$ cat config.mk
export PLATFORM = sky130hd
export DESIGN_NAME = tile_scroll_addr_gen_flat
export DESIGN_NICKNAME = d
export VERILOG_FILES = /design/src/rtl/tile_scroll_addr_gen_pkg.sv /design/src/rtl/tile_scroll_addr_gen_if.sv /design/src/rtl/tile_scroll_addr_gen_scroll_shadow_reg.sv /design/src/rtl/tile_scroll_addr_gen.sv /design/src/flat_wrapper.sv
export SDC_FILE = /design/constraint.sdc
export NUM_CORES = 1
export LEC_CHECK = 0
export CAP_MARGIN = 20
export CORE_ASPECT_RATIO = 2
export CORE_MARGIN = 3
export CORE_UTILIZATION = 53
export CTS_BUF_LIST = sky130_fd_sc_hd__clkbuf_4
export CTS_CLUSTER_SIZE = 10
export DETAILED_ROUTE_END_ITERATION = 6
export GPL_TIMING_DRIVEN = 1
export HOLD_SLACK_MARGIN = 0.12
export PLACE_DENSITY_LB_ADDON = 0.15
export SLEW_MARGIN = 10
export SYNTH_ARGS = -nofsm -noshare
export SYNTH_HDL_FRONTEND = slang
export SYNTH_SLANG_ARGS = --single-unit
$ cat constraint.sdc
create_clock -name clk -period 3.87 [get_ports clk]
set_input_delay 1.161 -clock clk [delete_from_list [all_inputs] [get_ports clk]]
set_output_delay 1.161 -clock clk [all_outputs]
set_load 0.01 [all_outputs]
$ cat src/rtl/tile_scroll_addr_gen_pkg.sv
// Shared tile-map geometry defaults for the background address generator,
// tile ROM and sprite blocks.
package tile_scroll_addr_gen_pkg;

  localparam int DEF_SIZE_X     = 10;
  localparam int DEF_SIZE_Y     = 10;
  localparam int DEF_SIZE_ADDR  = 13;
  localparam int DEF_TILE_LOG2  = 3;
  localparam int DEF_MAP_COLS   = 80;
  localparam int DEF_MAP_ROWS   = 60;
  localparam int DEF_BASE_ADDR  = 0;
  localparam int DEF_BLANK_ADDR = 0;

  // Map extent in pixels for a given tile count along one axis.
  function automatic int map_px(input int tiles, input int tile_log2);
    return tiles << tile_log2;
  endfunction

endpackage

$ cat src/rtl/tile_scroll_addr_gen_if.sv
// Pixel-in / tile-address-out bundle between the pixel counter and tile memory.
interface tile_scroll_addr_gen_if #(
  parameter int SIZE_X    = 10,
  parameter int SIZE_Y    = 10,
  parameter int SIZE_ADDR = 13,
  parameter int TILE_LOG2 = 3
) ();

  logic [SIZE_X-1:0]    pixel_x;
  logic [SIZE_Y-1:0]    pixel_y;
  logic                 pixel_valid;
  logic                 frame_sync;
  logic [SIZE_X-1:0]    scroll_x;
  logic [SIZE_Y-1:0]    scroll_y;
  logic [SIZE_ADDR-1:0] addr_block;
  logic [TILE_LOG2-1:0] tile_px;
  logic [TILE_LOG2-1:0] tile_py;
  logic                 out_of_map;
  logic                 addr_valid;

  modport master (
    output pixel_x, pixel_y, pixel_valid, frame_sync, scroll_x, scroll_y,
    input  addr_block, tile_px, tile_py, out_of_map, addr_valid
  );

  modport slave (
    input  pixel_x, pixel_y, pixel_valid, frame_sync, scroll_x, scroll_y,
    output addr_block, tile_px, tile_py, out_of_map, addr_valid
  );

endinterface

$ cat src/rtl/tile_scroll_addr_gen_scroll_shadow_reg.sv
// Per-axis scroll shadow register: captures the requested scroll once per frame,
// folded into the map range so the datapath needs only a single wrap subtract.
module tile_scroll_addr_gen_scroll_shadow_reg #(
  parameter int W = 10,
  parameter int M = 640
) (
  input  logic         clk,
  input  logic         reset,
  input  logic         frame_sync,
  input  logic [W-1:0] scroll_in,
  output logic [W-1:0] shadow
);

  function automatic logic [W-1:0] reduce(input logic [W-1:0] v);
    int vi;
    vi = 32'(v);
    if (vi < M)          return v;
    else if (vi < 2 * M) return W'(vi - M);
    else                 return W'(M - 1);
  endfunction

  always_ff @(posedge clk) begin
    if (reset)           shadow <= '0;
    else if (frame_sync) shadow <= reduce(scroll_in);
  end

endmodule

$ cat src/rtl/tile_scroll_addr_gen.sv
// Scrollable background tile-map address generator: pixel + frame scroll ->
// tile address and in-tile offsets, wrap or clamp at map edges, 2-cycle latency.
module tile_scroll_addr_gen
  import tile_scroll_addr_gen_pkg::*;
#(
  parameter int SIZE_X     = DEF_SIZE_X,
  parameter int SIZE_Y     = DEF_SIZE_Y,
  parameter int SIZE_ADDR  = DEF_SIZE_ADDR,
  parameter int TILE_LOG2  = DEF_TILE_LOG2,
  parameter int MAP_COLS   = DEF_MAP_COLS,
  parameter int MAP_ROWS   = DEF_MAP_ROWS,
  parameter int BASE_ADDR  = DEF_BASE_ADDR,
  parameter int BLANK_ADDR = DEF_BLANK_ADDR,
  parameter int WRAP_EN    = 1
) (
  input logic                  clk,
  input logic                  reset,
  tile_scroll_addr_gen_if.slave bus
);

  localparam int MAP_W = map_px(MAP_COLS, TILE_LOG2);
  localparam int MAP_H = map_px(MAP_ROWS, TILE_LOG2);
  localparam logic [SIZE_X:0]      MAP_W_X = (SIZE_X + 1)'(MAP_W);
  localparam logic [SIZE_Y:0]      MAP_H_Y = (SIZE_Y + 1)'(MAP_H);
  localparam logic [SIZE_ADDR-1:0] BASE_A  = SIZE_ADDR'(BASE_ADDR);
  localparam logic [SIZE_ADDR-1:0] BLANK_A = SIZE_ADDR'(BLANK_ADDR);
  localparam logic [SIZE_ADDR-1:0] COLS_A  = SIZE_ADDR'(MAP_COLS);

  logic [SIZE_X-1:0] sx;
  logic [SIZE_Y-1:0] sy;

  tile_scroll_addr_gen_scroll_shadow_reg #(.W(SIZE_X), .M(MAP_W)) u_shadow_x (
    .clk(clk), .reset(reset), .frame_sync(bus.frame_sync),
    .scroll_in(bus.scroll_x), .shadow(sx)
  );

  tile_scroll_addr_gen_scroll_shadow_reg #(.W(SIZE_Y), .M(MAP_H)) u_shadow_y (
    .clk(clk), .reset(reset), .frame_sync(bus.frame_sync),
    .scroll_in(bus.scroll_y), .shadow(sy)
  );

  logic [SIZE_X:0] wx_sum, wx_n, wx_p1;
  logic [SIZE_Y:0] wy_sum, wy_n, wy_p1;
  logic            oob_n, oob_p1, vld_p1;

  always_comb begin
    wx_sum = {1'b0, bus.pixel_x} + {1'b0, sx};
    wy_sum = {1'b0, bus.pixel_y} + {1'b0, sy};
    wx_n   = wx_sum;
    wy_n   = wy_sum;
    oob_n  = 1'b0;
    if (WRAP_EN != 0) begin
      if (wx_sum >= MAP_W_X) wx_n = wx_sum - MAP_W_X;
      if (wy_sum >= MAP_H_Y) wy_n = wy_sum - MAP_H_Y;
    end else begin
      oob_n = (wx_sum >= MAP_W_X) || (wy_sum >= MAP_H_Y);
    end
  end

  // Stage 1: scrolled world coordinates
  always_ff @(posedge clk) begin
    wx_p1  <= wx_n;
    wy_p1  <= wy_n;
    oob_p1 <= oob_n;
  end

  always_ff @(posedge clk) begin
    if (reset) vld_p1 <= 1'b0;
    else       vld_p1 <= bus.pixel_valid;
  end

  logic [SIZE_ADDR-1:0] col_a, row_a, addr_n;

  always_comb begin
    col_a  = SIZE_ADDR'(wx_p1 >> TILE_LOG2);
    row_a  = SIZE_ADDR'(wy_p1 >> TILE_LOG2);
    addr_n = BASE_A + row_a * COLS_A + col_a;
  end

  logic [SIZE_ADDR-1:0] addr_p2;
  logic [TILE_LOG2-1:0] px_p2, py_p2;
  logic                 oom_p2, vld_p2;

  // Stage 2: tile address; data holds across invalid cycles
  always_ff @(posedge clk) begin
    if (reset) begin
      addr_p2 <= '0;
      px_p2   <= '0;
      py_p2   <= '0;
      oom_p2  <= 1'b0;
      vld_p2  <= 1'b0;
    end else begin
      vld_p2 <= vld_p1;
      oom_p2 <= vld_p1 & oob_p1;
      if (vld_p1) begin
        if (oob_p1) begin
          addr_p2 <= BLANK_A;
          px_p2   <= '0;
          py_p2   <= '0;
        end else begin
          addr_p2 <= addr_n;
          px_p2   <= wx_p1[TILE_LOG2-1:0];
          py_p2   <= wy_p1[TILE_LOG2-1:0];
        end
      end
    end
  end

  assign bus.addr_block = addr_p2;
  assign bus.tile_px    = px_p2;
  assign bus.tile_py    = py_p2;
  assign bus.out_of_map = oom_p2;
  assign bus.addr_valid = vld_p2;

endmodule

$ cat src/flat_wrapper.sv
// flat-port wrapper written by rule: the top's interface ports become plain ports
module tile_scroll_addr_gen_flat import tile_scroll_addr_gen_pkg::*;
#(
  parameter int SIZE_X     = DEF_SIZE_X,
  parameter int SIZE_Y     = DEF_SIZE_Y,
  parameter int SIZE_ADDR  = DEF_SIZE_ADDR,
  parameter int TILE_LOG2  = DEF_TILE_LOG2,
  parameter int MAP_COLS   = DEF_MAP_COLS,
  parameter int MAP_ROWS   = DEF_MAP_ROWS,
  parameter int BASE_ADDR  = DEF_BASE_ADDR,
  parameter int BLANK_ADDR = DEF_BLANK_ADDR,
  parameter int WRAP_EN    = 1
)
  (clk, reset, bus_pixel_x, bus_pixel_y, bus_pixel_valid, bus_frame_sync, bus_scroll_x, bus_scroll_y, bus_addr_block, bus_tile_px, bus_tile_py, bus_out_of_map, bus_addr_valid);
  tile_scroll_addr_gen_if #(.SIZE_X(SIZE_X), .SIZE_Y(SIZE_Y), .SIZE_ADDR(SIZE_ADDR), .TILE_LOG2(TILE_LOG2)) bus_i ();
  input logic clk;
  input logic reset;
  input wire logic [$bits(bus_i.pixel_x)-1:0] bus_pixel_x;
  input wire logic [$bits(bus_i.pixel_y)-1:0] bus_pixel_y;
  input wire logic [$bits(bus_i.pixel_valid)-1:0] bus_pixel_valid;
  input wire logic [$bits(bus_i.frame_sync)-1:0] bus_frame_sync;
  input wire logic [$bits(bus_i.scroll_x)-1:0] bus_scroll_x;
  input wire logic [$bits(bus_i.scroll_y)-1:0] bus_scroll_y;
  output wire logic [$bits(bus_i.addr_block)-1:0] bus_addr_block;
  output wire logic [$bits(bus_i.tile_px)-1:0] bus_tile_px;
  output wire logic [$bits(bus_i.tile_py)-1:0] bus_tile_py;
  output wire logic [$bits(bus_i.out_of_map)-1:0] bus_out_of_map;
  output wire logic [$bits(bus_i.addr_valid)-1:0] bus_addr_valid;
  assign bus_i.pixel_x = bus_pixel_x;
  assign bus_i.pixel_y = bus_pixel_y;
  assign bus_i.pixel_valid = bus_pixel_valid;
  assign bus_i.frame_sync = bus_frame_sync;
  assign bus_i.scroll_x = bus_scroll_x;
  assign bus_i.scroll_y = bus_scroll_y;
  assign bus_addr_block = bus_i.addr_block;
  assign bus_tile_px = bus_i.tile_px;
  assign bus_tile_py = bus_i.tile_py;
  assign bus_out_of_map = bus_i.out_of_map;
  assign bus_addr_valid = bus_i.addr_valid;
  tile_scroll_addr_gen #(.SIZE_X(SIZE_X), .SIZE_Y(SIZE_Y), .SIZE_ADDR(SIZE_ADDR), .TILE_LOG2(TILE_LOG2), .MAP_COLS(MAP_COLS), .MAP_ROWS(MAP_ROWS), .BASE_ADDR(BASE_ADDR), .BLANK_ADDR(BLANK_ADDR), .WRAP_EN(WRAP_EN)) u_core (.clk(clk), .reset(reset), .bus(bus_i));
endmodule
==> impl_results.md <==
* Initial antenna violation count at 0
* Diodes inserted at 0
* CP startpoint: bus_pixel_y[0]
* CTS H-tree depth at 3
* Crit path launch type: input port
* Worst setup endpoint: u_core.wy_p1[6]
* R2R Setup Slk at 1.10 ns
* Sequential fraction of the synthesis area at 0.3297
* Synth Flop Type: dfxtp_1
* Placed cell count at 591
* Fin crit period at 3.640 ns
* Clk slew on worst S/H paths at 0.11 ns
* Die Width at 66.07 um
* Final setup violation count at 0
* Grt ovf at 0
* Worst Path Arrival at 3.95 ns
* Synth Net Count at 512
* Yosys reg bits at 63
* Worst-case clock buffer depth at 2
* Vias post-DR at 3355
* Crit Reg-Reg Endpoint: u_core.wy_p1[6]
* Skew-Pair Late Insertion Delay at 0.42 ns
* Initial core utilization at 0.5469
* Drt pass-1 iters at 4
* Main combinational cell family by area after synthesis: simple AND/OR/NAND/NOR gates
* EDFF count, synth at 0
* Worst r2r src: u_core.u_shadow_y.shadow[0]
* Area grow syn2layout at 26.40%
* Die height at 126.1 um
* Synth Area in Adders at 0.1485
* RePlAce Congestion at 0.8561
* Setup ws final at 0.2302 ns
* Total net switching power at 849.2 uW
* CTS root buf: clkbuf_4
* Pin count of the biggest net entering global routing at 40
* Number of global-route vias before repair at 3348
* Layout Skew at 0.009522 ns
* Max-slew violations at 0
* Post-synthesis simple-gate area fraction at 0.1829
* # rows at 43
* DPL Wire Length at 6736 um
* Synth warnings at 0
* Synth Cell Area at 3825 um^2
* Worst IR drop on VDD at 219.3 uV
* Share of flip-flops with an asynchronous set or reset at 0
* Post-synthesis compound-gate area fraction at 0.1714
* Setup CP Type: in -> reg
* TritonCTS clock tree: yes
* Reg power frac at 0.353
* Hold Path Class: reg -> reg
* Post-route insts no fill at 607
* Placement Setup Slack at -0.2116 ns
* GR Util All Layers at 0.2169
* Unrepaired setup endpoints after global routing: no
* Synth top area share at 0.3297
* Mux contribution to synthesized area at 0.07556
* Internal Pwr Total at 1.413 mW
* Max Clock Freq at 274.7 MHz
* Post-CTS sizing at 0
* CP endpoint kind: flip-flop
* Vias per cell at 5.527
* CTS Hold Bufs at 0
* Hold Vio Cnt, Final at 0
* Mean routed wirelength per cell at 13.80 um
* Largest cells by area after synthesis: dfxtp_1, ha_1, mux2i_1
* Worst-Margin Slew at 0.4922 ns
* Leakage power at 2.084 nW
* Sw Share at 0.3753
* Synth unique cells at 64
* Layout net count at 599
* Cts bufs inserted at 9
* Critical path fanouts, max at 4
* Maximum capacitance violations at 0
* Die area at 8334 um^2
* Clk pwr share at 0.170
* Drc violations at 0
* Port buffer count at 63
* First-pass GRT wire length at 14170 um
* Yosys top cell by area: dfxtp_1
* Outcome: complete, no violations
* Iter 0 DRT Violations at 122
* Total routed wirelength at 8376 um
* Post-CTS setup buffer count at 0
* Share of cells above drive strength 1 at 0.1141
* Worst Reg-to-Reg Cells at 10
* Data required time of the worst path at 4.18 ns
* CTS sink count at 63
* Core Area at 6994 um^2
* Fillers at 577
* DRT antenna net count at 0
* Final period utilization at 0.9405
* Worst slew margin at 0.6699
* Cell count after synthesis at 425
* PwrDens at 468.0 nW/um^2
* IO Pins at 65
* Syn_area_per_cell at 9.000 um^2
* Post-synthesis xor/xnor area fraction at 0.05267
* Comb power frac at 0.477
-- how the worst min path moves through the flow --
stage / startpoint / endpoint / depth (start not counted)
6_report: u_core.wx_p1[1] / u_core.bus.tile_px[1] / 2
5_1_grt: u_core.bus.addr_block[5] / u_core.bus.addr_block[5] / 2
4_1_cts: u_core.u_shadow_y.shadow[9] / u_core.u_shadow_y.shadow[9] / 2
3_5_place_dp: u_core.wx_p1[2] / u_core.bus.tile_px[2] / 2
3_3_place_gp: u_core.wy_p1[2] / u_core.bus.tile_py[2] / 2
2_1_floorplan: u_core.wx_p1[0] / u_core.bus.tile_px[0] / 2
-- critical path, stage by stage --
cell and delay, ns:
clkdlybuf4s50_1 0.47, ha_1 0.18, fa_1 0.26, a211oi_2 0.09, buf_4 0.15, or4b_4 0.52
o2111ai_4 0.12, nand4_2 0.13, or3b_1 0.41, nor3b_4 0.18, mux2_4 0.29
-- synth_stat cells (all sizes together), types with 3 or more instances --
cell	n
a21oi	24
nor2b	4
nand2	17
inv	21
and3	4
buf	7
ha	39
o2111ai	4
nor4	3
clkbuf	9
nor3	9
nand3	9
a31oi	4
nand2b	4
fa	4
mux2	4
nor3b	4
dfxtp	63
nand4	4
or3	3
o21ai	17
or3b	3
mux2i	24
nand4b	4
a211oi	15
xnor2	17
o211ai	7
xor2	6
a21o	10
nor2	57
-- kinds of logic after synthesis --
family / Yosys count
xor gates and xnor gates: 23
adders and majority gates: 43
AOI/OAI and AO/OA: 95
DFF: 63
muxes: 28
and+or+nand+nor: 135
other: 1
buffers and inverters: 37
-- sequential cells by signal (all words and copies together), names as in the netlist --
register                  flops
u_core.bus.addr_block        13
u_core.bus.addr_valid         1
u_core.bus.tile_px            3
u_core.bus.tile_py            3
u_core.u_shadow_x.shadow     10
u_core.u_shadow_y.shadow     10
u_core.vld_p1                 1
u_core.wx_p1                 11
u_core.wy_p1                 11
-- per-layer routing --
layer	track usage	share of wire	vias up
li1	-	-	1710
met1	0.2197	0.38	1542
met2	0.4095	0.56	87
met3	0.05174	0.035	16
met4	0.08263	0.025	0
met5	0	0	-
-- cell usage in the layout (no fill, tap or decap), types with 17 or more instances in the layout --
master / n
clkdlybuf4s50_1: 63
a21oi_1: 24
ha_1: 39
xnor2_1: 17
inv_1: 21
buf_4: 29
nor2_1: 57
nand2_1: 17
dfxtp_1: 63
mux2i_1: 24
-- metrics by stage --
step / utilization / setup TNS [ns] / total power, mW / instance area [um^2] / hold WS [ns]
4_1_cts: 0.6912 / 0 / 2.288 / 4835 / 0.4860
2_1_floorplan: - / 0 / 1.553 / 3825 / 0.4405
3_3_place_gp: 0.6746 / -0.2980 / 1.865 / 4718 / 0.4473
3_5_place_dp: 0.6746 / -0.6081 / 1.896 / 4718 / 0.4588
6_report: 0.6912 / 0 / 2.263 / 4835 / 0.4858
5_1_grt: 0.6912 / 0 / 2.441 / 4835 / 0.4964
-- power groups by stage --
stage / sequential, mW / combinational, mW / clock [mW]
after floorplan: 0.812 / 0.741 / 0
after global placement: 0.810 / 1.05 / 0
after detailed placement: 0.815 / 1.08 / 0
after CTS: 0.800 / 1.09 / 0.399
after global routing: 0.807 / 1.20 / 0.433
final: 0.798 / 1.08 / 0.385
-- final cells by class --
class                      count  area (um^2)  share of cell area
timing repair buffer          92        848.3              0.1755
clock buffer                   9        67.56             0.01398
sequential                    63         1261              0.2609
inverter                      21        78.83             0.01630
multi-input combinational    325         2417              0.5000
tap                           90        112.6             0.02329
clock inverter                 7        48.80             0.01009
Power figures use the tool's default switching activity.
